## config.mk

```make
export PLATFORM = sky130hd
export DESIGN_NAME = csa_seq_multiplier
export DESIGN_NICKNAME = d
export VERILOG_FILES = /design/src/rtl/csa_mult_pkg.sv /design/src/rtl/csa_row.sv /design/src/rtl/csa_seq_multiplier.sv
export SDC_FILE = /design/constraint.sdc
export NUM_CORES = 2
export LEC_CHECK = 0
export ABC_AREA = 1
export CORE_MARGIN = 5
export CORE_UTILIZATION = 45
export DETAILED_ROUTE_END_ITERATION = 8
export SLEW_MARGIN = 20
export SYNTH_ARGS = -nofsm -noshare
export SYNTH_HDL_FRONTEND = slang
export SYNTH_SLANG_ARGS = --single-unit
```

## constraint.sdc

```tcl
create_clock -name clk -period 4.1 [get_ports clk]
set_input_delay 0.615 -clock clk [delete_from_list [all_inputs] [get_ports clk]]
set_output_delay 0.615 -clock clk [all_outputs]
set_load 0.005 [all_outputs]
```

## src/rtl/csa_mult_pkg.sv

```systemverilog
// Shared types and parameter-legality helpers for the carry-save sequential multiplier.
package csa_mult_pkg;

    typedef enum logic [1:0] {
        StIdle,
        StCompute,
        StFinal,
        StDone
    } state_e;

    localparam int unsigned MinWidth = 4;

    function automatic bit width_ok(input int unsigned w);
        return (w >= MinWidth) && ((w % 2) == 0);
    endfunction

    function automatic bit pp_ok(input int unsigned w, input int unsigned p);
        return ((p == 1) || (p == 2) || (p == 4) || (p == 8)) && ((w % p) == 0);
    endfunction

endpackage

```

## src/rtl/csa_row.sv

```systemverilog
// One 3:2 carry-save row; carry is pre-shifted so sum + carry equals x + y + z (mod 2^W).
module csa_row #(
    parameter int unsigned W = 8
) (
    input  logic [W-1:0] x,
    input  logic [W-1:0] y,
    input  logic [W-1:0] z,
    output logic [W-1:0] sum,
    output logic [W-1:0] carry
);

    logic [W-1:0] maj;

    assign sum   = x ^ y ^ z;
    assign maj   = (x & y) | (x & z) | (y & z);
    assign carry = {maj[W-2:0], 1'b0};

endmodule

```

## src/rtl/csa_seq_multiplier.sv

```systemverilog
// Sequential sign-magnitude multiplier: PP_PER_CYCLE partial products per cycle are folded
// into a redundant sum/carry pair, then resolved with a single carry-propagate add.
module csa_seq_multiplier
    import csa_mult_pkg::*;
#(
    parameter int unsigned WIDTH        = 32,
    parameter int unsigned PP_PER_CYCLE = 4,
    parameter int unsigned TAG_W        = 5
) (
    input  logic                 clk,
    input  logic                 rst,
    input  logic                 in_valid,
    output logic                 in_ready,
    input  logic [WIDTH-1:0]     in_a,
    input  logic [WIDTH-1:0]     in_b,
    input  logic                 in_signed,
    input  logic [TAG_W-1:0]     in_tag,
    input  logic                 flush,
    output logic                 out_valid,
    input  logic                 out_ready,
    output logic [2*WIDTH-1:0]   out_result,
    output logic [TAG_W-1:0]     out_tag
);

    localparam int unsigned N     = WIDTH / PP_PER_CYCLE;
    localparam int unsigned CNT_W = (N > 1) ? $clog2(N) : 1;
    localparam int unsigned PW    = 2 * WIDTH;

    if (!width_ok(WIDTH) || !pp_ok(WIDTH, PP_PER_CYCLE) || (TAG_W < 1)) begin : g_bad_params
        $error("csa_seq_multiplier: illegal WIDTH/PP_PER_CYCLE/TAG_W combination");
    end

    state_e             state_q, state_d;
    logic [PW-1:0]      mcand_q;
    logic [WIDTH-1:0]   mplier_q;
    logic [PW-1:0]      sum_q, carry_q, result_q;
    logic               neg_q;
    logic [TAG_W-1:0]   tag_q;
    logic [CNT_W-1:0]   cnt_q;

    logic               accept;
    logic               a_neg, b_neg;
    logic [WIDTH-1:0]   a_mag, b_mag;
    logic [PW-1:0]      total, final_val;

    logic [PW-1:0] row_s [PP_PER_CYCLE+1];
    logic [PW-1:0] row_c [PP_PER_CYCLE+1];

    assign accept = in_valid && (state_q == StIdle) && !flush;

    // Unsigned WIDTH-bit magnitudes keep the most-negative operand exact.
    assign a_neg = in_signed && in_a[WIDTH-1];
    assign b_neg = in_signed && in_b[WIDTH-1];
    assign a_mag = a_neg ? -in_a : in_a;
    assign b_mag = b_neg ? -in_b : in_b;

    assign row_s[0] = sum_q;
    assign row_c[0] = carry_q;

    // mcand_q is pre-shifted by the step offset, so row k only adds its local shift.
    for (genvar k = 0; k < PP_PER_CYCLE; k++) begin : g_rows
        logic [PW-1:0] pp;
        assign pp = mplier_q[k] ? (mcand_q << k) : '0;

        csa_row #(
            .W (PW)
        ) u_row (
            .x     (row_s[k]),
            .y     (row_c[k]),
            .z     (pp),
            .sum   (row_s[k+1]),
            .carry (row_c[k+1])
        );
    end

    assign total     = sum_q + carry_q;
    assign final_val = neg_q ? -total : total;

    always_comb begin
        state_d   = state_q;
        in_ready  = 1'b0;
        out_valid = 1'b0;
        unique case (state_q)
            StIdle: begin
                in_ready = 1'b1;
                if (in_valid) state_d = StCompute;
            end
            StCompute: begin
                if (cnt_q == CNT_W'(N - 1)) state_d = StFinal;
            end
            StFinal: state_d = StDone;
            StDone: begin
                out_valid = 1'b1;
                if (out_ready) state_d = StIdle;
            end
            default: state_d = StIdle;
        endcase
        if (flush) state_d = StIdle;
    end

    always_ff @(posedge clk) begin
        if (rst) begin
            state_q <= StIdle;
        end else begin
            state_q <= state_d;
        end
    end

    always_ff @(posedge clk) begin
        if (rst) begin
            mcand_q  <= '0;
            mplier_q <= '0;
            sum_q    <= '0;
            carry_q  <= '0;
            result_q <= '0;
            neg_q    <= 1'b0;
            tag_q    <= '0;
            cnt_q    <= '0;
        end else if (accept) begin
            mcand_q  <= {{WIDTH{1'b0}}, a_mag};
            mplier_q <= b_mag;
            neg_q    <= a_neg ^ b_neg;
            tag_q    <= in_tag;
            sum_q    <= '0;
            carry_q  <= '0;
            cnt_q    <= '0;
        end else if (!flush && (state_q == StCompute)) begin
            sum_q    <= row_s[PP_PER_CYCLE];
            carry_q  <= row_c[PP_PER_CYCLE];
            mcand_q  <= mcand_q << PP_PER_CYCLE;
            mplier_q <= mplier_q >> PP_PER_CYCLE;
            cnt_q    <= cnt_q + CNT_W'(1);
        end else if (!flush && (state_q == StFinal)) begin
            result_q <= final_val;
        end
    end

    assign out_result = result_q;
    assign out_tag    = tag_q;

endmodule

```

# [Yosys cells after proc, flatten, opt, wreduce, memory -nomap -nowiden]
# Index checks and enable logic that the tools add are counted.
[classes] n_mux=17 addsub=5 bitwise=31 n_eq_ne=7 reduce_logical=13
[ops] operator="bitwise AND 63 bit" count=12
[ops] operator="XOR 64 bit" count=8
[ops] operator="OR 63 bit" count=8
[ops] operator="two-way mux 64 bit" count=5
[ops] operator="two-way mux 32 bit" count=6
[ops] operator="adder 64 bit" count=1
[ops] operator="negation 32 bit" count=2
[ops] operator="negation 64 bit" count=1
[ops] operator="one-hot mux 2 bit (4 select lines)" count=1
[ops] operator="logical AND 1 bit" count=6
[ops] operator="two-way mux 2 bit" count=3
[ops] operator="inequality test 2 bit (second input constant)" count=3
[ops] operator="AND reduction 3 bit" count=2
[ops] operator="== test 2 bit (second input constant)" count=2
[ops] operator="OR reduction 2 bit" count=2
[ops] operator="adder 3 x 1 -> 3 bit (second input constant)" count=1
[ops] operator="== test 3 bit (second input constant)" count=1
[ops] operator="== test 2 x 1 -> 1 bit (second input constant)" count=1
[ops] operator="zero test 2 bit" count=1
[ops] operator="two-way mux 1 bit" count=2
[ops] operator="NOT 1 bit" count=2
[ops] operator="nonzero test 2 bit" count=1
[ops] operator="zero test 1 bit" count=1
[ops] operator="XOR 1 bit" count=1
[word_totals] output_inout_bits=71 in_bits=75 register_bits=298 elab_cells=83

# [Depth between registers and ports, before layout]
[logic_depth] depth_word=13 depth_mapped=25 depth_no_buf=25

# [By module]
# Synthesis repeated with hierarchy kept, for this count alone.
[hier_totals] cells_unflattened=4715 area_unflattened_um2=28972.8
[by_module_without_submodules] module="csa_seq_multiplier" area_each_um2=23742.8 instances=1 seq_area_each_um2=5985.7 cells_per_inst=4419
[by_module_without_submodules] module="csa_row" area_each_um2=1307.5 instances=4 seq_area_each_um2=0.0 cells_per_inst=74

# [Worst setup path after synthesis]
# OpenSTA, ideal clock, no wires.
[synth_path] path_type="register to register" startpoint="register mplier_q[0]" endpoint="register sum_q[25]" path_stages_with_launch=13 setup_ns=0.057 arrival_ns=3.245 synth_period_minus_slack_ns=3.302 n_path_buf=2 slack_ns=0.798 required_time_ns=4.043 path_cell_list="dfxtp_1 > clkbuf_1 > clkbuf_1 > nand2_1 > fa_1 > fa_1 > inv_1 > fa_1 > fa_1 > nand2_1 > o21ai_0 > nand2_1 > inv_1"
[synth_via] elab_chain_len=12 word_cells_on_any_way=22 classes_between="1 x mux; 21 x bitwise"
[synth_lines] element="start: declaration" line_no="csa_seq_multiplier.sv:35" rtl="logic [WIDTH-1:0] mplier_q;"
[synth_lines] element="start signal: assignment" line_no="csa_seq_multiplier.sv:121" rtl="mplier_q <= b_mag;"
[synth_lines] element="start signal: assignment" line_no="csa_seq_multiplier.sv:131" rtl="mplier_q <= mplier_q >> PP_PER_CYCLE;"
[synth_lines] element="two-way mux 64 bit (*)" line_no="csa_seq_multiplier.sv:63" rtl="assign pp = mplier_q[k] ? (mcand_q << k) : '0;"
[synth_lines] element="bitwise AND 63 bit" line_no="csa_row.sv:15" rtl="assign maj = (x & y) | (x & z) | (y & z);"
[synth_lines] element="OR 63 bit (2 in series)" line_no="csa_row.sv:15"
[synth_lines] element="bitwise AND 63 bit" line_no="csa_row.sv:15"
[synth_lines] element="OR 63 bit (2 in series)" line_no="csa_row.sv:15"
[synth_lines] element="bitwise AND 63 bit" line_no="csa_row.sv:15"
[synth_lines] element="OR 63 bit (2 in series)" line_no="csa_row.sv:15"
[synth_lines] element="XOR 64 bit (*) (2 in series)" line_no="csa_row.sv:14" rtl="assign sum = x ^ y ^ z;"
[synth_lines] element="via g_rows[3].u_row.sum[25]" line_no="csa_row.sv:8" rtl="output logic [W-1:0] sum,"
[synth_lines] element="end signal: assignment" line_no="csa_seq_multiplier.sv:128" rtl="sum_q <= row_s[PP_PER_CYCLE];"
[synth_lines] element="end: declaration" line_no="csa_seq_multiplier.sv:36" rtl="logic [PW-1:0] sum_q, carry_q, result_q;"
# The timed path passes the listed nets; every way through them passes the cells marked *.
# A chain may end at the register's enable or synchronous reset.

# [Final worst setup path]
[layout_path] startpoint="register mplier_q[0]" endpoint="register sum_q[21]"
# Same word-level chain as after synthesis.

==> flow_summary.rst <==
.. list-table::
   :header-rows: 1

   * - Metric
     - Value
   * - Crit path kind
     - reg -> reg
   * - Fraction of final layout cells sized beyond drive strength 1
     - 4.294%
   * - Peak clock frequency supported by timing
     - 304.3 MHz
   * - FILL cells
     - 6,581
   * - Cell breakdown of the critical path
     - buf_4, nand2_1, fa_1, fa_1, inv_1, fa_1, fa_1, nand2_1, o21ai_0, nand2_1, inv_1
   * - Routed Wire Length
     - 81.09 mm
   * - TritonCTS clock tree
     - yes
   * - Antenna viol nets, final
     - 0
   * - Worst skew pair latency
     - 580 ps
   * - Met3 routed wirelength
     - 4.607 mm
   * - Maximum clock insertion buffer count
     - 3
   * - Final cell count without fillers
     - 5,452
   * - Number of buffers inserted by port buffering
     - 145
   * - Sequential area share after synthesis
     - 20.93%
   * - Largest net degree at the start of global routing
     - 149
   * - Slew Viols, Final
     - 0
   * - Vias in the first global route
     - 25,410
   * - Status
     - finished, final reports clean
   * - Final estimated routing congestion in global placement
     - 0.9557
   * - Max VDD drop
     - 240.4 µV
   * - Number of synthesized flops with an enable pin
     - 0
   * - Synth Net Count
     - 4,903
   * - Most prevalent standard cell on the critical path
     - sky130_fd_sc_hd__fa_1
   * - Required time of the worst setup path
     - 4610 ps
   * - Top layer in use
     - met5
   * - Number of buffers inserted for hold repair after clock tree synthesis
     - 0
   * - Share of flip-flops with an asynchronous set or reset
     - 0%
   * - Sort of element at the start of the critical path
     - register
   * - Cell total after placement
     - 5,382
   * - Period Utilization, post-route
     - 80.15%
   * - Endpoint arrival time on the critical path
     - 3800 ps
   * - Final setup TNS
     - 0 ps
   * - Overall Power
     - 7.113 mW
   * - Static leakage power
     - 17.48 nW
   * - Global-route wire length before repair
     - 133.7 mm
   * - Cell variety after synth
     - 43
   * - Final hold viol count
     - 0
   * - Detailed-router iteration count before antenna repair
     - 6
   * - Met2 Wirelength
     - 34.21 mm
   * - Routed vias/inst
     - 4.790
   * - Count of boundary I/O pins
     - 146
   * - Residual overflow from global routing
     - 0
   * - Final nets
     - 4,974
   * - Vertical die dimension
     - 260.4 µm
   * - Nature of the critical path endpoint
     - register
   * - R2R setup slack
     - 810 ps
   * - Worst Clk Skew
     - 21.70 ps
   * - Post-synthesis to final-layout area growth
     - 12.54%
   * - Total of warnings raised by yosys
     - 0
   * - Number of buffers created by CTS
     - 37
   * - Synthesized instance count
     - 4,513
   * - Initial core utilization
     - 45.56%
   * - M1 wire length
     - 40.43 mm
   * - Sinks on Clock Net
     - 295
   * - Initial antenna violation count
     - 3
   * - Maximum net fanout on the critical path
     - 22
   * - Mean instance size in the synthesized netlist
     - 6.252 µm²
   * - Overall die area
     - 67,810 µm²
   * - Max Cap Viol
     - 0
   * - Area of the core region
     - 61,940 µm²
   * - Clk slew on worst S/H paths
     - 60 ps
   * - CP bufs+invs
     - 3
   * - Clock Root Buffer
     - sky130_fd_sc_hd__clkbuf_16
   * - Final cell utilization of the core
     - 51.27%
   * - Buffers inserted by post-CTS timing repair
     - 0
   * - CP max stage delay
     - 560 ps
   * - Classification of the worst-slack hold path
     - reg -> reg
   * - Routed wire per std cell
     - 14.87 µm
   * - Final-report setup violation count
     - 0
   * - Number of levels the H-tree was split into
     - 2
   * - Overall track demand over capacity in global routing
     - 24.21%
   * - Core Rows
     - 91
   * - Post-synth design cell area
     - 28,220 µm²
   * - Die X
     - 260.4 µm
   * - Worst rel slew slack
     - 37.29%
   * - Post-CTS Resized
     - 0
   * - Power per unit of standard cell area
     - 224.0 nW/µm²
   * - Most frequently used flop master after synthesis
     - sky130_fd_sc_hd__dfxtp_1
   * - FF+latch count, synth
     - 295
   * - Final HPWL from detailed placement
     - 63.69 mm
   * - RSZ-0062 raised after global routing
     - no
   * - Remaining DRCs
     - 0
   * - Slew at the pin closest to its max-slew limit
     - 940.7 ps
   * - Number of violations reported at the end of detailed-routing iteration 0
     - 1,667
   * - Min cycle time layout
     - 3286 ps
   * - Cell with the largest stage delay on the worst path
     - sky130_fd_sc_hd__fa_1
   * - Cell family contributing the most delay on the critical path
     - adder cells
   * - Vias
     - 26,120
-- worst reg2reg max path: cells and delay by family (launching register included) --
| family | cells | cell delay (ps) |
|---|---|---|
| DFF | 1 | 350 |
| adders and majority gates | 4 | 2090 |
| AOI/OAI and AO/OA | 1 | 130 |
| and+or+nand+nor | 3 | 260 |
| buffers and inverters | 3 | 400 |
-- power breakdown --
part | switching [mW] | total (mW) | internal (mW)
logic | 0.505 | 0.805 | 0.300
clock network | 1.38 | 3.29 | 1.90
registers | 0.0864 | 3.02 | 2.94
-- stage by stage --
step | setup WS (ps) | hold WS (ps) | cell area (µm²)
2_1_floorplan | 797.8 | 442.2 | 28220
3_3_place_gp | 637.5 | 453.0 | 30530
3_5_place_dp | 595.4 | 455.8 | 30530
4_1_cts | 803.3 | 465.1 | 31750
5_1_grt | 496.3 | 483.7 | 31750
6_report | 813.8 | 463.5 | 31760
-- cell usage after synthesis (24+ instances only) --
cell                       instances  area (µm²)
sky130_fd_sc_hd__xnor2_1          30       262.8
sky130_fd_sc_hd__clkbuf_1        130       488.0
sky130_fd_sc_hd__nor2_1          254       953.4
sky130_fd_sc_hd__inv_1           949        3562
sky130_fd_sc_hd__a21oi_1         159       795.8
sky130_fd_sc_hd__nand4_1          25       156.4
sky130_fd_sc_hd__ha_1             72       900.9
sky130_fd_sc_hd__nor2_2           24       150.1
sky130_fd_sc_hd__nand2_2          28       175.2
sky130_fd_sc_hd__dfxtp_1         295        5906
sky130_fd_sc_hd__xor2_1           59       516.8
sky130_fd_sc_hd__nor3_1           26       130.1
sky130_fd_sc_hd__nand3_1         148       740.7
sky130_fd_sc_hd__fa_1            243        4865
sky130_fd_sc_hd__nand2_1        1659        6227
sky130_fd_sc_hd__o21ai_0         247        1236
-- cell usage in the layout, fill, tap and decap left out, types with 22 or more instances in the layout --
cell type / n
sky130_fd_sc_hd__ha_1: 72
sky130_fd_sc_hd__a21oi_1: 159
sky130_fd_sc_hd__nor2_1: 252
sky130_fd_sc_hd__nand2_2: 29
sky130_fd_sc_hd__xnor2_1: 30
sky130_fd_sc_hd__buf_4: 29
sky130_fd_sc_hd__nor2_2: 24
sky130_fd_sc_hd__clkdlybuf4s50_1: 144
sky130_fd_sc_hd__nor3_1: 26
sky130_fd_sc_hd__clkbuf_16: 38
sky130_fd_sc_hd__dfxtp_1: 290
sky130_fd_sc_hd__o21ai_0: 247
sky130_fd_sc_hd__nand4_1: 25
sky130_fd_sc_hd__o21a_1: 22
sky130_fd_sc_hd__nand3_1: 147
sky130_fd_sc_hd__inv_1: 948
sky130_fd_sc_hd__xor2_1: 59
sky130_fd_sc_hd__fa_1: 243
sky130_fd_sc_hd__nand2_1: 1658
-- cell families after synthesis --
logic type / Yosys count / synth area share, %
buffers and inverters: 1115 / 14.87
DFF: 295 / 20.93
adders and majority gates: 315 / 20.43
AOI/OAI and AO/OA: 492 / 9.440
xor gates and xnor gates: 89 / 2.763
and+or+nand+nor: 2207 / 31.57
-- state kept, by name, summed over array words and instances (netlist names) --
register / cells
cnt_q: 3
state_q: 2
carry_q: 60
out_result: 64
out_tag: 5
sum_q: 64
mcand_q: 64
mplier_q: 32
neg_q: 1
-- path summary, 6_finish.rpt --
kind,to,from,cells past startpoint
worst min register to register,mplier_q[23],mplier_q[23],2
worst max-delay path,sum_q[21],mplier_q[0],11
worst min-delay path,mplier_q[23],mplier_q[23],2
worst max register to register,sum_q[21],mplier_q[0],11
-- cell type report --
class / instances / area, µm² / share of cell area (%)
inverter: 967 / 3638 / 11.46
multi-input combinational: 3103 / 18150 / 57.14
tap: 837 / 1047 / 3.298
clock inverter: 16 / 148.9 / 0.4689
sequential: 295 / 5914 / 18.62
timing repair buffer: 180 / 1784 / 5.619
clock buffer: 50 / 1066 / 3.357
antenna: 4 / 10.01 / 0.03152
-- metal layers --
layer | up-vias | global-route usage (%)
li1 | 13580 | -
met1 | 11830 | 35.58
met2 | 593 | 37.41
met3 | 105 | 3.909
met4 | 6 | 5.900
met5 | - | 0
Power figures use the tool's default switching activity.
